$ cat config.mk
export PLATFORM = sky130hd
export DESIGN_NAME = multiplier_4x4
export DESIGN_NICKNAME = d
export VERILOG_FILES = /design/src/rtl/mult_pkg.sv /design/src/rtl/full_adder.sv /design/src/rtl/multiplier_4x4.sv
export SDC_FILE = /design/constraint.sdc
export NUM_CORES = 1
export LEC_CHECK = 0
export BUFFER_PORTS_ARGS = -buffer_cell sky130_fd_sc_hd__buf_2
export CAP_MARGIN = 20
export CORE_MARGIN = 2
export CORE_UTILIZATION = 49
export CTS_BUF_LIST = sky130_fd_sc_hd__clkbuf_4 sky130_fd_sc_hd__clkbuf_8 sky130_fd_sc_hd__clkbuf_16
export DETAILED_ROUTE_END_ITERATION = 10
export PLACE_DENSITY = 0.76
export SLEW_MARGIN = 20
export SYNTH_ARGS = -nofsm -noshare
export SYNTH_HDL_FRONTEND = slang
export SYNTH_SLANG_ARGS = --single-unit
$ cat constraint.sdc
create_clock -name clk -period 0.95 [get_ports clk]
set_input_delay 0.285 -clock clk [delete_from_list [all_inputs] [get_ports clk]]
set_output_delay 0.285 -clock clk [all_outputs]
set_load 0.1 [all_outputs]
$ cat src/rtl/mult_pkg.sv
// Shared widths and types for the 4x4 unsigned array multiplier.
package mult_pkg;
  localparam int A_W = 4;
  localparam int B_W = 4;
  localparam int P_W = A_W + B_W;

  typedef logic [A_W-1:0] operand_t;
  typedef logic [P_W-1:0] product_t;
endpackage

$ cat src/rtl/full_adder.sv
// One-bit full adder; used as a half adder with cin tied low.
module full_adder (
  input  logic a,
  input  logic b,
  input  logic cin,
  output logic sum,
  output logic cout
);
  logic axb;

  assign axb  = a ^ b;
  assign sum  = axb ^ cin;
  assign cout = (a & b) | (cin & axb);
endmodule

$ cat src/rtl/multiplier_4x4.sv
// Unsigned 4x4 array multiplier with a registered 8-bit product
// and a one-cycle valid flag.
module multiplier_4x4
  import mult_pkg::*;
(
  input  logic     clk,
  input  logic     rst,
  input  logic     in_valid,
  input  operand_t A,
  input  operand_t B,
  output product_t P,
  output logic     out_valid
);
  logic [B_W-1:0][A_W-1:0] pp;
  logic [B_W-1:0][A_W-1:0] acc;
  logic [B_W-1:1][A_W-1:0] sm;
  logic [B_W-1:1][A_W:0]   carry;
  product_t                prod;

  for (genvar j = 0; j < B_W; j++) begin : g_pp_row
    for (genvar i = 0; i < A_W; i++) begin : g_pp_col
      assign pp[j][i] = A[i] & B[j];
    end
  end

  // Row 0 contributes bit 0 directly; its upper bits seed the array.
  assign acc[0] = {1'b0, pp[0][A_W-1:1]};

  for (genvar j = 1; j < B_W; j++) begin : g_row
    assign carry[j][0] = 1'b0;
    for (genvar i = 0; i < A_W; i++) begin : g_col
      full_adder u_fa (
        .a    (pp[j][i]),
        .b    (acc[j-1][i]),
        .cin  (carry[j][i]),
        .sum  (sm[j][i]),
        .cout (carry[j][i+1])
      );
    end
    assign acc[j] = {carry[j][A_W], sm[j][A_W-1:1]};
  end

  assign prod = {acc[B_W-1], sm[3][0], sm[2][0], sm[1][0], pp[0][0]};

  always_ff @(posedge clk or posedge rst) begin
    if (rst) begin
      P         <= '0;
      out_valid <= 1'b0;
    end else begin
      out_valid <= in_valid;
      if (in_valid) P <= prod;
    end
  end
endmodule

==> metrics, run 1 <==
Hold Path Class primary input to flop; Port Buffers 19; met1 Usage GRT 26.1%; fin crit share 370%; Worst VDD drop 1030 µV; critical path buffer and inverter count 5; largest net degree at the start of global routing 11; actual slew at the worst max-slew pin 0.348 ns; RSZ-0062 raised after global routing true; Root Buffer clkbuf_4; sequential element share of the synthesized area 33.1%; area growth from synthesis to layout 69.1%; status finished with violations; most used cell, CP fa_2; drc violations 0; Worst-Skew Late Latency 0.26 ns; CP max-delay cell fa_1; core area 1300 µm²; total chip power 0.00233 W; DP Area 1020 µm²; Fmax 0.285 GHz; Crit Path Max Fanout 2; clock skew 0 ns; CTS sink count 9; CTS tree built; Mean Syn Cell Area 11.3 µm²; violated checks negative setup slack; crit path cell chain buf_6 -> and2_4 -> ha_4 -> inv_2 -> fa_2 -> fa_1 -> fa_2 -> fa_1 -> inv_2 -> fa_2 -> inv_2 -> fa_2 -> inv_2 -> fa_2 -> mux2_4; fin crit period 3.51 ns; Static Leak 0.563 nW; gr busiest metal met2; crit start category primary input; vias in the first global route 585; Synth Register Bits 9; Hold Vio Cnt, Final 0; Layout Utilization 88.5%; setup ws final -2.56 ns; initial antenna violation count 0; # rows 13; max-cap violation count 0; Antenna Cells 0; clock tree buffer depth 2; Yosys warnings 0; first-pass GRT wire length 2440 µm; I/O pins 20; GRT Residual Overflow 0; Final Instance Area 1150 µm²; post-DR vias/cell 4.90; layout cells sized above 1 69.1%; vias post-DR 549; GP Congestion 0.788; mapped cell area 681 µm²; gr usage total 23.3%; Worst EP required 1.11 ns; Die X 41.3 µm; routed len/inst 15.4 µm; library cells used by synthesis 12; pre-CTS setup slack -2.89 ns; Die ar. 1700 µm²; nets@finish 121; H-tree depth 1; Initial Util 52.3%; final setup vio count 16; HPWL Detailed 1120 µm; final setup TNS -13.22 ns; Num CTS Buffers 3; clock-pin slew on the worst setup and hold paths 0.06 ns; Largest delay share family, worst path adder cells; post-synthesis net count 83; starting DRC count in detailed routing 6; CP arrival 3.67 ns; GRT met3 Usage 3.26%; WS Path Type primary input to flop; die height 41.3 µm; drt pass-1 iters 4; CP endpoint kind flop; pwr dens 2020 nW/µm²; Final ANT Viol Nets 0; Max-slew headroom 76.8%; Mapped Cells 60; global-route met2 utilization 41.4%; critical path's largest stage delay 0.50 ns; pins over their slew limit 0; Detailed Route WL 1720 µm
-- routing by layer --
metal | vias to the layer above | part of all wire, %
met5 | - | 0
met4 | 0 | 5.6
met3 | 8 | 4.1
met2 | 26 | 54
met1 | 262 | 36
li1 | 253 | -
-- synthesized netlist by cell type --
library cell	count	area share, %
dfrtp_1	9	33
o21ai_0	1	0.73
and2_1	8	7.4
buf_6	1	1.7
nand3_1	1	0.73
nor2_1	1	0.55
fa_1	8	24
inv_1	13	7.2
nand2_1	7	3.9
a21oi_1	1	0.73
ha_1	4	7.4
mux2_4	6	13
-- layout by cell type (no fill, tap or decap), drive strengths merged --
master / count
nor2: 1
nand3: 1
and2: 8
dlygate4sd3: 1
a21oi: 1
dfrtp: 9
ha: 4
nand2: 7
buf: 33
o21ai: 1
mux2: 6
inv: 13
fa: 8
clkbuf: 4
-- sequential cells by signal, indices dropped and copies added, names as in the netlist --
register	cells
P	8
out_valid	1
-- final timing paths --
kind / cells after the start / slack (ns) / to / startpoint
setup / recovery: 15 / -2.56 / P[6] / A[0]
hold / removal: 1 / 0.28 / out_valid / in_valid
setup reg to reg: 2 / -0.03 / P[1] / P[1]
hold reg to reg: 1 / 0.57 / P[3] / P[3]
max in group asynchronous: 3 / 0.14 / P[1] / rst
min in group asynchronous: 3 / 0.51 / P[6] / rst
-- cell type report --
cell class / count / area, µm²
multi-input combinational: 37 / 442
fill: 58 / 150
inverter: 13 / 48.8
timing repair buffer: 34 / 374
sequential: 9 / 238
clock buffer: 4 / 30.0
tap: 15 / 18.8
-- metrics by stage --
step / hold WS, ns / instances
after detailed placement: 0.246 / 101
final: 0.280 / 112
after global placement: 0.245 / 101
after floorplan: 0.112 / 60
after CTS: 0.289 / 111
after global routing: 0.267 / 112
-- worst reg2reg max path, delay by kind of cell (launching register included) --
kind	cells	cell delay [ns]
buffers and inverters	1	0.12
flip-flops	1	0.49
multiplexers	1	0.25
-- cell families (layout without fill, tap and decap cells) --
logic type	count (synthesis)	count (layout)	synth area share [%]
compound gates	2	2	1.47
fa+ha+maj	12	12	30.9
flops	9	9	33.1
mux	6	6	13.2
simple gates	17	17	12.5
buf+inv	14	51	8.82
-- timing repair --
action / CTS / global route
setup buffers: 5 / 2
endpoints found under the setup margin: 15 / 16
pin swaps: 2 / 1
endpoints found under the hold margin: 9 / 0
gates resized for setup: 9 / 2
hold buffers: 1 / 0
-- report_power, final --
group	switching, W	internal, W
clock	0.000140	0.000191
combinational	0.000827	0.000600
sequential	0.0000935	0.000478
total	0.00106	0.00127
(Power assumes the default switching activity.)
==> run 2, diff against run 1 <==
- CORE_UTILIZATION: 49 -> 45
- PLACE_DENSITY: 0.76 -> 0.71
==> run 2 against run 1 <==
Net effect:
- the flow still finishes with violations (negative setup slack)
- wire length fell by 19%
- flip-flop and latch count did not move
- via count fell by 6.7%
- non-clock buffer count did not move
- utilization fell by 9.5 points
- clock power fell by 4%
- clock skew did not move
- first-iteration DRC count fell by 100%
- fmax fell by 0.50%
- sequential share of layout area barely moved
- global-route usage fell by 3.3 points
- critical endpoint unchanged
- largest cell class unchanged
==> metrics, run 2 (same netlist as run 1, synthesis figures left out) <==
critical path's largest stage delay 0.51 ns (was 0.50 ns); Reg with most FFs P (unchanged); Detailed Route WL 1400 µm (was 1720 µm); largest net degree at the start of global routing 11 (unchanged); sw frac 45.0% (was 45.5%); P_sw 0.00102 W (was 0.00106 W); pins over their slew limit 0 (unchanged); CTS sink count 9 (unchanged); Static Leak 0.560 nW (was 0.563 nW); drc violations 0 (unchanged); routed len/inst 12.4 µm (was 15.4 µm); violated checks negative setup slack (unchanged); Seq pwr share 25.0% (was 24.6%); WS Path Type primary input to flop (unchanged); clock network power share 14.1% (was 14.2%); # rows 14 (was 13); actual slew at the worst max-slew pin 0.323 ns (was 0.348 ns); commonest cells after routing, fill and taps aside buf_4, buf_12, dfrtp_2, nand2_1, inv_2 (was buf_4, buf_12, dfrtp_2, inv_1, nand2_1); clock tree buffer depth 2 (unchanged); total chip power 0.00226 W (was 0.00233 W); Die X 42.9 µm (was 41.3 µm); CP endpoint kind flop (unchanged); layout cells sized above 1 70.1% (was 69.1%); vias in the first global route 594 (was 585); Cells on Worst Hold Path 1 (unchanged); Max-slew headroom 78.4% (was 76.8%); Hold Vio Cnt, Final 0 (unchanged); Largest regs P x8, out_valid x1 (unchanged); die height 42.9 µm (was 41.3 µm); area growth from synthesis to layout 68.7% (was 69.1%); core area 1450 µm² (was 1300 µm²); status finished with violations (unchanged); post-DR vias/cell 4.53 (was 4.90); HPWL Detailed 1150 µm (was 1120 µm); Fmax 0.283 GHz (was 0.285 GHz); Internal 0.00124 W (was 0.00127 W); Final ANT Viol Nets 0 (unchanged); Worst EP required 1.10 ns (was 1.11 ns); I/O pins 20 (unchanged); GP Congestion 0.779 (was 0.788); setup ws final -2.58 ns (was -2.56 ns); first-pass GRT wire length 2620 µm (was 2440 µm); pwr dens 1970 nW/µm² (was 2020 nW/µm²); H-tree depth 1 (unchanged); starting DRC count in detailed routing 0 (was 6); CP max-delay cell fa_1 (unchanged); Initial Util 46.8% (was 52.3%); nets@finish 121 (unchanged); fin crit share 372% (was 370%); Hold Path Class primary input to flop (unchanged); drt pass-1 iters 1 (was 4); Worst VDD drop 855 µV (was 1030 µV); crit path cell chain buf_6 -> and2_4 -> ha_4 -> inv_2 -> fa_2 -> fa_1 -> fa_2 -> fa_1 -> inv_2 -> fa_2 -> inv_2 -> fa_2 -> inv_2 -> fa_2 -> mux2_4 (unchanged); most common cell after layout, fill and taps aside buf_4 (unchanged); GRT Residual Overflow 0 (unchanged); clock-pin slew on the worst setup and hold paths 0.06 ns (about the same); cells on worst reg2reg path 2 (unchanged); Worst-Skew Late Latency 0.26 ns (about the same); CP arrival 3.68 ns (was 3.67 ns); most used cell, CP fa_2 (unchanged); crit start category primary input (unchanged); Crit Path Max Fanout 2 (unchanged); Die ar. 1840 µm² (was 1700 µm²); Root Buffer clkbuf_4 (unchanged); filler cell count 89 (was 58); Num CTS Buffers 3 (unchanged); RSZ-0062 raised after global routing true (unchanged); Comb pwr share 60.9% (was 61.3%); fin crit period 3.53 ns (was 3.51 ns); initial antenna violation count 0 (unchanged); max FFs per register 8 (unchanged); clock skew 0 ns (unchanged); Hold Worst Slack 0.295 ns (was 0.280 ns); max-cap violation count 0 (unchanged); gr usage total 20.1% (was 23.3%); Antenna Cells 0 (unchanged); CTS tree built (unchanged); final setup vio count 15 (was 16); Port Buffers 19 (unchanged); Layout Utilization 79.0% (was 88.5%); vias post-DR 512 (was 549)
[run 2: cell counts in the layout (fill, tap and decap cells not counted)]
Identical to the previous run, type by type.
[run 2: area by class of cell]
| cell class | count | area [µm²] | area share (%) |
|---|---|---|---|
| repair buffers | 34 | 370 | 32.2 |
| multi-input cells | 37 | 442 | 38.5 |
| flip-flops and latches | 9 | 238 | 20.7 |
| well taps | 16 | 20.0 | 1.74 |
| inverters | 13 | 48.8 | 4.25 |
| clock buffers | 4 | 30.0 | 2.61 |
[run 2: layer usage]
layer / global-route usage, % / vias to the layer above / part of all wire, % / wire (µm)
li1: - / 255 / - / -
met1: 22.4 / 238 / 38 / 529
met2: 37.0 / 17 / 57 / 795
met3: 2.55 / 2 / 3.9 / 54
met4: 9.38 / 0 / 1.3 / 18
met5: 0 / - / 0 / 0
[run 2: through the flow]
stage / cell area [µm²] / setup TNS [ns] / setup slack, ns / std cells
floorplan: 723 / -12.29 / -2.66 / 60
CTS: 1150 / -13.18 / -2.57 / 113
detailed placement: 1040 / -13.59 / -2.92 / 104
global placement: 1040 / -13.10 / -2.83 / 104
finish: 1150 / -13.10 / -2.58 / 113
global route: 1150 / -13.80 / -2.66 / 113
[run 2: path summary, 6_finish.rpt]
path / slack [ns] / start / endpoint
max in group asynchronous: 0.15 / rst / P[1]
min in group asynchronous: 0.53 / rst / P[6]
min reg2reg: 0.56 / P[4] / P[4]
max reg2reg: 0.02 / P[7] / P[7]
max: -2.58 / A[0] / P[6]
min: 0.29 / in_valid / out_valid
[run 2: critical path: cells and delay by family]
kind	cells	cell delay [ns]
adder cells (fa/ha/maj)	8	2.75
buffers and inverters	5	0.24
multiplexers	1	0.26
AND/OR/NAND/NOR	1	0.14
[run 2: timing repair]
action,in CTS,in global routing
endpoints found under the setup margin,15,15
hold buffers,1,0
endpoints found under the hold margin,9,0
pin swaps,2,1
resized for setup,8,2
buffers inserted,4,0
[run 2: power groups by stage]
stage / clock network [W] / logic [W] / registers, W
floorplan: 0 / 0.000258 / 0.00110
global placement: 0 / 0.00126 / 0.000569
detailed placement: 0 / 0.00129 / 0.000576
CTS: 0.000336 / 0.00138 / 0.000567
global route: 0.000369 / 0.00145 / 0.000576
finish: 0.000318 / 0.00138 / 0.000566
